**src/rtl/afifo_rd_packer.sv**
```systemverilog
// Packs bytes read from an asynchronous FIFO's read port into Lanes-wide words,
// with a level-sensitive flush that emits a partially filled word.
module afifo_rd_packer #(
    parameter int Width = 8,
    parameter int Lanes = 4
) (
    input  logic                     RDclk,
    input  logic                     reset,
    input  logic                     FIFOempty,
    input  logic [Width-1:0]         RDdata,
    output logic                     RDreq,
    input  logic                     flush,
    output logic [Width*Lanes-1:0]   OutData,
    output logic                     OutValid,
    input  logic                     OutReady,
    output logic [$clog2(Lanes):0]   OutCount,
    output logic                     dbg_hold
);

    localparam int CW = $clog2(Lanes) + 1;
    localparam logic [CW-1:0] CNT_FULL = CW'(Lanes);
    localparam logic [CW:0]   OCC_FULL = (CW+1)'(Lanes);

    typedef enum logic {
        FILL = 1'b0,
        HOLD = 1'b1
    } state_t;

    state_t                   state_q, state_d;
    logic [CW-1:0]            cnt_q, cnt_d;
    logic                     pend_q, pend_d;
    logic [Width*Lanes-1:0]   data_q, data_d;
    logic [CW:0]              occ;
    logic                     rd_req;

    // Output handshake: OutValid rises with a complete or flushed word and stays
    // high, with OutData/OutCount stable, until a cycle with OutValid && OutReady;
    // the word transfers at that rising edge and the lane counter restarts.
    always_comb begin
        state_d = state_q;
        cnt_d   = cnt_q;
        data_d  = data_q;
        occ     = {1'b0, cnt_q} + {{CW{1'b0}}, pend_q};
        // Lanes already filled plus the one in flight must leave room for another read.
        rd_req  = !reset && !FIFOempty && (state_q == FILL) && !flush && (occ < OCC_FULL);
        pend_d  = rd_req;

        case (state_q)
            FILL: begin
                if (pend_q) begin
                    for (int i = 0; i < Lanes; i++) begin
                        if (cnt_q == CW'(i)) begin
                            data_d[i*Width +: Width] = RDdata;
                        end
                    end
                    cnt_d = cnt_q + CW'(1);
                end
                if (cnt_d == CNT_FULL) begin
                    state_d = HOLD;
                end else if (flush && !pend_q && (cnt_q != '0)) begin
                    state_d = HOLD;
                end
            end
            HOLD: begin
                if (OutReady) begin
                    state_d = FILL;
                    cnt_d   = '0;
                    data_d  = '0;
                end
            end
            default: begin
                state_d = FILL;
            end
        endcase
    end

    always_ff @(posedge RDclk) begin
        if (reset) begin
            state_q <= FILL;
            cnt_q   <= '0;
            pend_q  <= 1'b0;
            data_q  <= '0;
        end else begin
            state_q <= state_d;
            cnt_q   <= cnt_d;
            pend_q  <= pend_d;
            data_q  <= data_d;
        end
    end

    assign RDreq    = rd_req;
    assign OutValid = (state_q == HOLD) && !reset;
    assign OutData  = OutValid ? data_q : '0;
    assign OutCount = OutValid ? cnt_q : '0;
    assign dbg_hold = (state_q == HOLD);

endmodule

```
**config.mk**
```make
export PLATFORM = sky130hd
export DESIGN_NAME = afifo_rd_packer
export DESIGN_NICKNAME = d
export VERILOG_FILES = /design/src/rtl/afifo_rd_packer.sv
export SDC_FILE = /design/constraint.sdc
export NUM_CORES = 1
export LEC_CHECK = 0
export ABC_CLOCK_PERIOD_IN_PS = 2720
export CORE_ASPECT_RATIO = 0.7
export CORE_MARGIN = 10
export CORE_UTILIZATION = 40
export DETAILED_ROUTE_END_ITERATION = 10
export PLACE_DENSITY_LB_ADDON = 0.15
export SLEW_MARGIN = 20
export SYNTH_ARGS = -nofsm -noshare
export SYNTH_HDL_FRONTEND = slang
export SYNTH_SLANG_ARGS = --single-unit
```
**constraint.sdc**
```tcl
create_clock -name RDclk -period 2.72 [get_ports RDclk]
set_input_delay 0.408 -clock RDclk [delete_from_list [all_inputs] [get_ports RDclk]]
set_output_delay 0.408 -clock RDclk [all_outputs]
set_load 0.03 [all_outputs]
```
; ---- After elaboration in Yosys (flattened, before gate mapping)
; Cells that the tools add are included.
[word_totals]
out_inout_bits = 38
inputBits = 13
word_cells = 55
ff_bits = 37
[classes]
bitwise_logic = 1
n_eq_ne = 10
addsub = 2
order_cmp = 1
reduce_logical = 17
mux = 17
[op_table]
columns = op, n
row1 = 2-to-1 mux 32 bit, 3
row2 = case mux 32 bit (2 select lines), 1
row3 = 2-to-1 mux 8 bit, 4
row4 = 2-to-1 mux 3 bit, 4
row5 = AND reduction 3 bit, 4
row6 = inequality test 2 x 1 -> 1 bit (second input constant), 4
row7 = logical AND 1 bit, 7
row8 = equality test 3 x 2 -> 1 bit (second input constant), 2
row9 = case mux 3 bit (2 select lines), 1
row10 = adder 3 x 1 -> 4 bit, 1
row11 = logical NOT 1 bit, 4
row12 = less-than comparator 4 x 3 -> 1 bit (second input constant), 1
row13 = inequality test 2 bit (second input constant), 2
row14 = adder 3 x 1 -> 3 bit (second input constant), 1
row15 = equality test 3 x 1 -> 1 bit (second input constant), 1
row16 = equality test 3 bit (second input constant), 1
row17 = logical NOT 3 bit, 1
row18 = 2-to-1 mux 1 bit, 3
row19 = nonzero test 3 bit, 1
row20 = case mux 1 bit (2 select lines), 1
row21 = inverter 1 bit, 1

; ---- Longest topological paths before layout
; Gate-level depths: netlist of the first run.
[depth]
word_depth = 6
ltp_mapped = 6
ltp_nobuf = 5

; ---- Worst setup path after synthesis of the first run
; No wires, ideal clock.
[synth_path]
path_kind = register to output
from = register state_q (netlist: dbg_hold)
to = output port RDreq
t_required_ns = 2.312
path_stages_with_launch = 4
arrival_ns = 1.819
n_path_buf = 2
slack_ns = 0.493
path_cell_list = dfxtp_1 > buf_2 > clkbuf_1 > nor4_1
[synth_via]
elab_chain_len = 4
[synth_lines]
columns = element, line_no
row1 = from (decl), 29  ; state_t state_q, state_d;
row2 = from (signal assigned), 84  ; state_q <= state_d;
row3 = inverter 1 bit, -
row4 = logical AND 1 bit (3 in series), 45  ; rd_req = !reset && !FIFOempty && (state_q == FILL) && !flush && (occ < OCC_FULL);
row5 = to (decl), 11  ; output logic RDreq,
; No other way between the ends.

; ---- Worst setup path in the final report of the first run
[layout_path]
from = input port reset
to = output port OutValid
[layout_via]
elab_chain_len = 2
[layout_lines]
columns = element, line_no
row1 = from (decl), 8  ; input logic reset,
row2 = logical NOT 1 bit, 92  ; assign OutValid = (state_q == HOLD) && !reset;
row3 = logical AND 1 bit, 92
row4 = to (decl), 14  ; output logic OutValid,
; No other way between the ends.

==> flow_metrics.tcl, run 1 <==
set metrics [dict create \
    run_status "finished clean" \
    cts_setup_buffers 0 \
    setup_viol 0 \
    drt-vias-per-instance 5.23 \
    yosysMostFrequentCell "dfxtp_1" \
    clk_pin_slew_ps 80 \
    ys_warn_count 0 \
    numCtsBuffers 5 \
    clk_latency_ps 290 \
    pin_count 51 \
    timing.final.crit_share 0.893 \
    grt_max_degree 42 \
    synthTopCellsByCount "dfxtp_1, a21oi_1, and3_1, nand2_1" \
    grt_overflow 0 \
    num_rows 21 \
    r2r-start "cnt_q[1]" \
    yosysSeqAreaShare 0.374 \
    yosysTopAreaCellShare 0.374 \
    avgSynthCellArea_um2 8.31 \
    cpLargestDelayFamily "buffers and inverters" \
    h-tree-depth 2 \
    preCtsSetupSlack_ps 275 \
    finalSetupTns_ps 0 \
    fmax_mhz 412 \
    syn-num-nets 257 \
    die_y_um 78.8 \
    cts_tree "built" \
    hold_violations 0 \
    grt_pass1_wl_um 9250 \
    placed_area_um2 2450 \
    synth_top_cell_by_area "dfxtp_1" \
    die_area_um2 8200 \
    antenna_found_initial 0 \
    ant_nets 0 \
    post_drt_wl_per_cell_um 16.0 \
    endpoint_kind "output pin" \
    hold_depth 2 \
    min_path_type "reg2reg" \
    ys.flop_type "dfxtp_1" \
    worst_slew_pin_slew_ps 627 \
    irDropWorstVdd_mv 0.244 \
    crit_chain "clkdlybuf4s50_1 > buf_4 > nor2_1 > clkdlybuf4s50_1" \
    core_um2 4780 \
    min_to "data_q[27]" \
    grt_use_total 0.133 \
    finalPower_mw 1.17 \
    ff2ff_path_depth 5 \
    grt_pass1_vias 1807 \
    min_from "data_q[27]" \
    root_buffer "clkbuf_8" \
    first_pass_iters 4 \
    routabilityCongestion 0.773 \
    drtIter0Drc 160 \
    slew_headroom 0.581 \
    dpl.hpwl_um 3830 \
    postSynthCellCount 238 \
    drc 0 \
    power_leakage_nw 1.00 \
    reg2reg_to "dbg_hold" \
    ys_types 32 \
    cpPeakStageDelay_ps 620 \
    die_w_um 104 \
    port_buffers 50 \
    slew_violations 0 \
    critPathLaunchType "input pin" \
    slowest_stage "clkdlybuf4s50_1" \
    power_density_nw_per_um2 454 \
    nFillCells 493 \
    area_growth_pct 30.0 \
    finClkSkew_ps 8.19 \
    rsz0062_at_grt "no" \
    num_vias 1821 \
    critical_path.max_fanout 41 \
    crit_type "in2out" \
    ys_top_cells_by_area "dfxtp_1, and3_1, a21oi_1" \
    cts-resized-gates 0 \
    wl_um 5550 \
    synth_edf_count 0 \
    ys_seq_elements 37 \
    final_util 0.538 \
    clockBufferDepth 2 \
    cpMostUsedCell "clkdlybuf4s50_1" \
    fin_area_um2 2570 \
    start_util 0.414 \
    fin_ws_ps 291 \
    hold_buffers 0 \
    cap_violations 0 \
    reg2reg_slack_ps 1010 \
    crit_buf_inv 3 \
    synthesis.area_um2 1980 \
    cp.arrival_ps 2020 \
    final_nets 297 \
    drive_gt1_frac 0.151 \
    min_period_ps 2430 \
    antenna_cells 0 \
    async_flop_share 0 \
    clock-sinks 37 \
    required_ps 2310 \
]
==> flip-flops by register name, summed over array words and instances (netlist names) <==
signal / count
cnt_q: 3
data_q: 32
dbg_hold: 1
pend_q: 1
==> metrics by stage <==
step / hold slack, ps / std cells
6_report: 462 / 348
5_1_grt: 476 / 348
4_1_cts: 464 / 348
3_5_place_dp: 454 / 340
3_3_place_gp: 450 / 340
2_1_floorplan: 439 / 238
==> final cells by class <==
type	count	area [µm²]	share of cell area
multi-input cells	171	1090	0.423
flip-flops and latches	37	741	0.288
repair buffers	58	518	0.201
well taps	69	86.3	0.0336
clock buffers	6	82.6	0.0321
clock inverters	2	37.5	0.0146
inverters	5	18.8	0.00730
==> worst register-to-register path, stage by stage (launching register included) <==
cell and delay, ps:
dfxtp_1 360, inv_1 140, ha_1 180, nor2b_1 520
nor4b_1 110, o31a_1 290
==> worst max path at each step <==
stage,slack [ps],cells after the start,to,from
2_1_floorplan,490,3,RDreq,dbg_hold
3_3_place_gp,320,4,OutValid,reset
3_5_place_dp,280,4,OutValid,reset
4_1_cts,270,4,OutValid,reset
5_1_grt,190,5,OutData[28],reset
6_report,290,4,OutValid,reset
==> kinds of logic after synthesis <==
logic type	count (synthesis)	share of synthesized area
simple gates	125	0.394
compound gates	39	0.111
flops	37	0.374
buf+inv	30	0.0753
fa+ha+maj	6	0.0379
mux	1	0.00759
==> layer usage <==
| layer | track usage | up-vias | share of wire |
|---|---|---|---|
| met3 | 0.0363 | 5 | 0.058 |
| met1 | 0.187 | 835 | 0.51 |
| met2 | 0.198 | 52 | 0.43 |
| met4 | 0.0249 | 0 | 0.0058 |
| met5 | 0 | - | 0 |
| li1 | - | 929 | - |
==> report_power, final <==
group	internal, mW	leakage (nW)	total, mW	switching [mW]
Combinational	0.0416	0.648	0.109	0.0671
Sequential	0.549	0.299	0.555	0.00542
Clock	0.298	0.0574	0.504	0.205
==> cell usage in the layout, fill, tap and decap left out, drive strengths merged <==
cell type / n
and3: 32
nor2b: 10
a211o: 1
and4bb: 2
nand2b: 1
mux2: 1
o31a: 1
nand3: 16
nor3: 3
nor4b: 1
nand2: 20
nand4bb: 1
clkbuf: 6
dfxtp: 37
clkinvlp: 1
clkdlybuf4s50: 33
nand3b: 17
ha: 6
a21oi: 35
a21o: 1
nor4: 2
a2111oi: 1
buf: 25
or3: 2
bufinv: 1
inv: 5
or2b: 1
nor2: 1
nand4: 16
No activity file was read; power rests on OpenSTA's default activity.
==> inputs of run 2 (changes only) <==
--- a/config.mk
+++ b/config.mk
@@ -6,6 +6,7 @@
 export NUM_CORES = 1
 export LEC_CHECK = 0
 export ABC_CLOCK_PERIOD_IN_PS = 2720
+export CAP_MARGIN = 5
 export CORE_ASPECT_RATIO = 0.7
 export CORE_MARGIN = 10
 export CORE_UTILIZATION = 40
==> results of run 2 <==
Final layout, timing and power as in run 1 (identical DEF).
